**config.mk**
```make
export PLATFORM = sky130hd
export DESIGN_NAME = tx_byte_fifo
export DESIGN_NICKNAME = d
export VERILOG_FILES = /design/src/rtl/uart_pkg.sv /design/src/rtl/sync_fifo_mem.sv /design/src/rtl/tx_byte_fifo.sv
export SDC_FILE = /design/constraint.sdc
export NUM_CORES = 1
export LEC_CHECK = 0
export CAP_MARGIN = 40
export CORE_MARGIN = 2
export CORE_UTILIZATION = 54
export DETAILED_ROUTE_END_ITERATION = 8
export GPL_TIMING_DRIVEN = 0
export PLACE_DENSITY = 0.75
export SETUP_SLACK_MARGIN = 0.02
export SLEW_MARGIN = 40
export SYNTH_ARGS = -nofsm -noshare
export SYNTH_HDL_FRONTEND = slang
export SYNTH_SLANG_ARGS = --single-unit
```
**constraint.sdc**
```tcl
create_clock -name clk -period 4.75 [get_ports clk]
set_clock_uncertainty 0.05 [all_clocks]
set_input_delay 1.1875 -clock clk [delete_from_list [all_inputs] [get_ports clk]]
set_output_delay 1.1875 -clock clk [all_outputs]
set_load 0.05 [all_outputs]
```
**src/rtl/uart_pkg.sv**
```systemverilog
// uart_pkg
// Shared constants and types for the UART transmit path.
//   CHAR_CR / CHAR_LF / CHAR_US : control and separator characters.
//   out_state_e                 : states of the tx_byte_fifo output register.
package uart_pkg;

  localparam logic [7:0] CHAR_CR = 8'h0D;
  localparam logic [7:0] CHAR_LF = 8'h0A;
  localparam logic [7:0] CHAR_US = 8'h5F;

  typedef enum logic [1:0] {
    OUT_IDLE = 2'd0,  // output register empty
    OUT_CR   = 2'd1,  // presenting an inserted CR; the LF is still at the FIFO head
    OUT_DATA = 2'd2   // presenting a byte already popped from the FIFO
  } out_state_e;

endpackage

```
**src/rtl/sync_fifo_mem.sv**
```systemverilog
// sync_fifo_mem
// DEPTH x 8 storage for tx_byte_fifo. The write is synchronous and the read
// is asynchronous, so the FIFO head is visible in the same cycle as the read
// pointer that selects it. Contents are never cleared.
// Ports:
//   clk   : clock
//   we    : write enable
//   waddr : write address
//   wdata : write data
//   raddr : read address
//   rdata : data stored at raddr
module sync_fifo_mem #(
  parameter int DEPTH = 16,
  parameter int AW    = $clog2(DEPTH)
) (
  input  logic          clk,
  input  logic          we,
  input  logic [AW-1:0] waddr,
  input  logic [7:0]    wdata,
  input  logic [AW-1:0] raddr,
  output logic [7:0]    rdata
);

  logic [7:0] mem [DEPTH];

  always_ff @(posedge clk) begin
    if (we) begin
      mem[waddr] <= wdata;
    end
  end

  assign rdata = mem[raddr];

endmodule

```
**src/rtl/tx_byte_fifo.sv**
```systemverilog
// tx_byte_fifo
// Byte buffer between the PRINT formatter and uart_tx. Bytes enter on a
// valid/ready port, are queued in a DEPTH-entry FIFO and leave one at a time
// through an output register on the d_tx/vld_tx/rdy_tx handshake. With
// CRLF_EN set, a CR is emitted ahead of every LF. Bytes offered while full
// are dropped and flagged on the sticky ovf output.
// Ports:
//   clk, rst          : clock, synchronous active-high reset
//   d_in, vld_in      : input byte and its valid
//   rdy_in            : FIFO can accept (count < DEPTH)
//   d_tx, vld_tx      : output byte register and its valid
//   rdy_tx            : downstream can take a byte
//   count             : entries in FIFO memory (output register excluded)
//   empty             : nothing in memory and nothing presented
//   ovf, ovf_clr      : sticky overflow flag and its clear
module tx_byte_fifo
  import uart_pkg::*;
#(
  parameter int DEPTH   = 16,
  parameter bit CRLF_EN = 1'b1
) (
  input  logic                   clk,
  input  logic                   rst,
  input  logic [7:0]             d_in,
  input  logic                   vld_in,
  output logic                   rdy_in,
  output logic [7:0]             d_tx,
  output logic                   vld_tx,
  input  logic                   rdy_tx,
  output logic [$clog2(DEPTH):0] count,
  output logic                   empty,
  output logic                   ovf,
  input  logic                   ovf_clr
);

  localparam int AW = $clog2(DEPTH);
  localparam int CW = AW + 1;
  localparam logic [CW-1:0] DEPTH_C = CW'(DEPTH);

  logic [AW-1:0] wptr_q, wptr_d;
  logic [AW-1:0] rptr_q, rptr_d;
  logic [CW-1:0] count_q, count_d;
  out_state_e    state_q, state_d;
  logic [7:0]    d_tx_q, d_tx_d;
  logic          ovf_q, ovf_d;

  logic          push;
  logic          pop;
  logic          take_next;
  logic          has_head;
  logic [7:0]    head;

  sync_fifo_mem #(
    .DEPTH (DEPTH),
    .AW    (AW)
  ) u_mem (
    .clk   (clk),
    .we    (push),
    .waddr (wptr_q),
    .wdata (d_in),
    .raddr (rptr_q),
    .rdata (head)
  );

  // Full is decoded from count alone so a same-cycle pop never opens the
  // input; this keeps rdy_in free of any path from rdy_tx.
  assign rdy_in   = (count_q != DEPTH_C);
  assign push     = vld_in && rdy_in;
  assign has_head = (count_q != '0);

  // Output register FSM.
  always_comb begin
    state_d   = state_q;
    d_tx_d    = d_tx_q;
    pop       = 1'b0;
    take_next = 1'b0;

    case (state_q)
      OUT_IDLE: begin
        take_next = has_head;
      end
      OUT_CR: begin
        // The LF was left at the head while the CR went out; send it now.
        if (rdy_tx) begin
          d_tx_d  = head;
          pop     = 1'b1;
          state_d = OUT_DATA;
        end
      end
      OUT_DATA: begin
        if (rdy_tx) begin
          take_next = has_head;
          if (!has_head) begin
            state_d = OUT_IDLE;
          end
        end
      end
      default: begin
        state_d = OUT_IDLE;
      end
    endcase

    if (take_next) begin
      if (CRLF_EN && (head == CHAR_LF)) begin
        d_tx_d  = CHAR_CR;
        state_d = OUT_CR;
      end else begin
        d_tx_d  = head;
        pop     = 1'b1;
        state_d = OUT_DATA;
      end
    end
  end

  // Pointers, occupancy and overflow flag.
  always_comb begin
    wptr_d  = wptr_q;
    rptr_d  = rptr_q;
    count_d = count_q;
    ovf_d   = ovf_q;

    if (push) begin
      wptr_d = wptr_q + AW'(1);
    end
    if (pop) begin
      rptr_d = rptr_q + AW'(1);
    end

    case ({push, pop})
      2'b10:   count_d = count_q + CW'(1);
      2'b01:   count_d = count_q - CW'(1);
      default: count_d = count_q;
    endcase

    // A new overflow takes priority over a clear in the same cycle.
    if (vld_in && !rdy_in) begin
      ovf_d = 1'b1;
    end else if (ovf_clr) begin
      ovf_d = 1'b0;
    end
  end

  always_ff @(posedge clk) begin
    if (rst) begin
      wptr_q  <= '0;
      rptr_q  <= '0;
      count_q <= '0;
      state_q <= OUT_IDLE;
      d_tx_q  <= 8'h00;
      ovf_q   <= 1'b0;
    end else begin
      wptr_q  <= wptr_d;
      rptr_q  <= rptr_d;
      count_q <= count_d;
      state_q <= state_d;
      d_tx_q  <= d_tx_d;
      ovf_q   <= ovf_d;
    end
  end

  assign d_tx   = d_tx_q;
  assign vld_tx = (state_q != OUT_IDLE);
  assign count  = count_q;
  assign empty  = (count_q == '0) && (state_q == OUT_IDLE);
  assign ovf    = ovf_q;

endmodule

```
==> summary by stage <==
Status
The flow ran to the end, but the final reports show violations. The final reports fail on DRC.

Setup path
The worst setup path is captured at a flip-flop. At the worst endpoint, the required time is 5010 ps. The critical path in this run is classified as flip-flop to flip-flop. The arrival time at the worst endpoint is ~4800 ps. STA classifies the critical path startpoint as a flip-flop. The biggest fanout along the worst timing path is 10.

Global route
Across every metal layer, demand over resource in global routing totals 22.0%. The number of antenna violations at the first check in global routing is 0. The number of global-route vias before repair is 3758. Summed over all layers, the global routing overflow is 0. Entering global routing, the biggest net connects 17 pins. The global-route wire length before repair is 20600 um.

Clock network
The clock-pin slew on the worst setup and hold paths is 60 ps. In this run, CTS created clock tree buffers numbering 17. The tree built by TritonCTS fans out to 156 sinks. The clock latency reported for the late side of the worst-skew pair is 420 ps.

Hold repair after CTS inserted 0 buffers. The CTS H-tree depth is 4. The CTS tree is done. In this run the clock root is driven by a sky130_fd_sc_hd__clkbuf_16. In this run the deepest clock path goes through 2 buffers.

Flow run
The max-capacitance violation count is 0.

STA
Of the available clock period, the critical path in the final layout requires a little over nine tenths. The highest attainable clock frequency is about 220 MHz. The worst path in the final design needs a cycle of about 4500 ps, including I/O delays and setup. Setup violations remaining at the end of the flow were counted as 0. Setup repair after global routing left no endpoint under its margin.

The hold violation count in the final report was 0. The number of pins exceeding their max-slew limit in the final report is 0. Headroom to the max-slew limit came out at 43.5%. For the pin with the worst max-slew slack, the measured transition is 842 ps.

Power
VDD sags by at most approximately 0.25 mV. Summed over all cells, the static leakage comes to 2.53 nW. The power density over cell area is roughly 560 nW/um2.

Detailed routing
Summed over all layers, the routed wires come to roughly 13000 um. The count of antenna-violating nets left after detailed routing is 0. The per-cell via count in the routed design is 6.12. The final routed wire length divided by cell count is 21.4 um. The number of remaining DRC errors is 4. The number of optimization iterations in the first detailed-route pass is 7.

The first routing iteration left around 510 violations. Across all layers, the routed design uses 3763 vias.

Layout
Measured on the finished design, the core utilization comes to 65.8%. After routing the design area is 7580 um2. Compared with the post-synthesis result, the final layout area differs by 17.8%.

For this run, the post-layout net count is 480. The area of all sequential standard cells is 4410 um2. The antenna cell count is 0.

The layout has 793 filler cells. In the final layout, the share of cells above drive strength 1 is 18.4%. The area of the multi-input gates is 1960 um2.

Placement
The area after detailed placement is 6930 um2. The number of port buffers is 28. Once detailed placement completed, the half-perimeter wirelength came to 8760 um.

Routability-driven placement finished with a final weighted congestion of 0.782.

Synthesis
Counting flops with a built-in enable in the synthesized netlist gives 128. Sequential elements use 68.5% of the synthesized area. The share of synthesized flip-flops with an asynchronous set or reset is 0%. The most common flop cell mapped by yosys is sky130_fd_sc_hd__edfxtp_1.

After synthesis the netlist holds a flip-flop and latch count of ~160. For this run, the number of Yosys warnings is 0. Dividing the synthesized area by the synthesized cell count gives 15.8 um2. The post-synthesis cell area is 6430 um2. The count of distinct cell types in the synthesized netlist is 53. Synthesis produced a netlist whose cell count is slightly above 400. The net count after synthesis is 429.

Floorplan
The die covers 12800 um2. The overall die height is approximately 110 um. The floorplan step defined a core boundary enclosing 11500 um2. The horizontal die dimension is 113 um. For this configuration, the core starts out at a cell density of about 56%.

The floorplan has 39 rows. The count of boundary I/O pins is 30.

Min path
The class of the tightest hold or removal check is flip-flop to flip-flop.
metal layers:
layer	part of all wire, %	track usage, %	up-vias
met3	5.8	5.41	23
met2	50	35.9	153
met4	2.2	9.19	0
met1	43	28.7	1877
met5	0	0	-
li1	-	-	1710
cell families after synthesis:
kind of cell | share of synthesized area, %
and+or+nand+nor | 7.74
adders and majority gates | 1.56
buffers and inverters | 2.22
AOI/OAI and AO/OA | 6.55
muxes | 12.4
xor gates and xnor gates | 1.09
DFF | 68.5
report_power, final:
part / switching, mW / internal, mW
Combinational: 0.777 / 0.552
Clock: 0.552 / 0.728
Sequential: 0.0769 / 1.58
cells in the mapped netlist, drive strengths merged (2+ instances only):
library cell / instances / share of area, %
nor2: 44 / 2.6
nand2: 19 / 1.1
dfxtp: 28 / 8.7
o21ai: 7 / 0.54
buf: 7 / 0.82
a22oi: 7 / 0.89
nor4: 3 / 0.29
a22o: 2 / 0.27
clkbuf: 13 / 0.76
a211oi: 3 / 0.43
mux4: 25 / 9.4
inv: 11 / 0.64
edfxtp: 128 / 60
a221oi: 8 / 1.1
nand4: 2 / 0.19
xnor2: 3 / 0.41
a311oi: 3 / 0.41
or4: 3 / 0.41
nor3: 8 / 0.62
o21a: 2 / 0.23
xor2: 5 / 0.68
or2: 2 / 0.19
nor4b: 2 / 0.27
o41ai: 2 / 0.56
a21oi: 13 / 1.0
nor2b: 2 / 0.19
mux2i: 17 / 2.6
nand3: 6 / 0.47
or3: 2 / 0.19
and2: 4 / 0.39
ha: 8 / 1.6
mux2: 2 / 0.35
nand2b: 5 / 0.49
critical path, stage by stage, from the launching register on:
cell	delay (ps)
sky130_fd_sc_hd__dfxtp_2	360
sky130_fd_sc_hd__buf_8	180
sky130_fd_sc_hd__buf_12	160
sky130_fd_sc_hd__mux4_1	580
sky130_fd_sc_hd__a22oi_1	150
sky130_fd_sc_hd__nand2_1	110
sky130_fd_sc_hd__or4_4	550
sky130_fd_sc_hd__o41ai_4	430
sky130_fd_sc_hd__inv_1	130
sky130_fd_sc_hd__ha_2	220
sky130_fd_sc_hd__ha_4	300
sky130_fd_sc_hd__inv_1	60
sky130_fd_sc_hd__or4_1	410
sky130_fd_sc_hd__o22a_1	190
sky130_fd_sc_hd__a21oi_1	160
sky130_fd_sc_hd__mux2_2	350
final cells by class:
class,count,share of cell area [%]
sequential,156,58.1
buffer,18,1.42
multi-input combinational,221,25.8
inverter,11,0.545
clock buffer,17,5.61
clock inverter,15,1.85
timing repair buffer,34,4.23
tap,143,2.36
stage by stage:
step	hold WS [ps]	setup WS [ps]	cells	power, mW	TNS, ps
finish	413	253	615	4.27	0
global route	460	49.8	615	4.46	0
CTS	416	28.6	614	4.24	0
detailed placement	408	-707	582	2.94	-1200
global placement	392	-644	579	2.90	-1050
floorplan	426	327	408	2.60	0
path summary, 6_finish.rpt:
path,from,end,slack (ps),depth (start not counted)
worst max register to register,flip-flop,count[4]$_SDFFE_PP0P_,250,15
worst max-delay path,flip-flop,count[4]$_SDFFE_PP0P_,250,15
worst min-delay path,d_tx[1]$_SDFFE_PP0P_,d_tx[1]$_SDFFE_PP0P_,410,2
worst min register to register,d_tx[1]$_SDFFE_PP0P_,d_tx[1]$_SDFFE_PP0P_,410,2
state kept, by name, summed over array words and instances (netlist names), named ones only:
name	count
d_tx	8
ovf	1
u_mem.mem	128
rptr_q	4
state_q	2
count	5
wptr_q	4
cells in the final DEF, fill, tap and decap left out, types with 4 or more instances in the layout:
master,count
sky130_fd_sc_hd__mux4_2,14
sky130_fd_sc_hd__edfxtp_1,128
sky130_fd_sc_hd__ha_1,5
sky130_fd_sc_hd__and2_1,4
sky130_fd_sc_hd__xor2_1,5
sky130_fd_sc_hd__dfxtp_1,26
sky130_fd_sc_hd__buf_2,5
sky130_fd_sc_hd__nand3_1,6
sky130_fd_sc_hd__nor3_2,4
sky130_fd_sc_hd__nand2b_1,5
sky130_fd_sc_hd__clkbuf_16,17
sky130_fd_sc_hd__clkinvlp_4,4
sky130_fd_sc_hd__nor2_1,35
sky130_fd_sc_hd__o21ai_0,7
sky130_fd_sc_hd__nor3_1,4
sky130_fd_sc_hd__a22oi_1,5
sky130_fd_sc_hd__buf_4,6
sky130_fd_sc_hd__a221oi_1,7
sky130_fd_sc_hd__mux2i_1,17
sky130_fd_sc_hd__inv_1,11
sky130_fd_sc_hd__nand2_1,19
sky130_fd_sc_hd__a21oi_1,13
sky130_fd_sc_hd__nor2_2,9
sky130_fd_sc_hd__mux4_1,11
sky130_fd_sc_hd__clkbuf_1,7
sky130_fd_sc_hd__clkdlybuf4s50_1,28
timing repair:
item | 4_1_cts | 5_1_grt
setup buffers | 1 | 2
pin swaps | 1 | 1
cloned | 0 | 0
endpoints found under the setup margin | 4 | 1
gates resized for setup | 4 | 16
(Power assumes the default switching activity.)
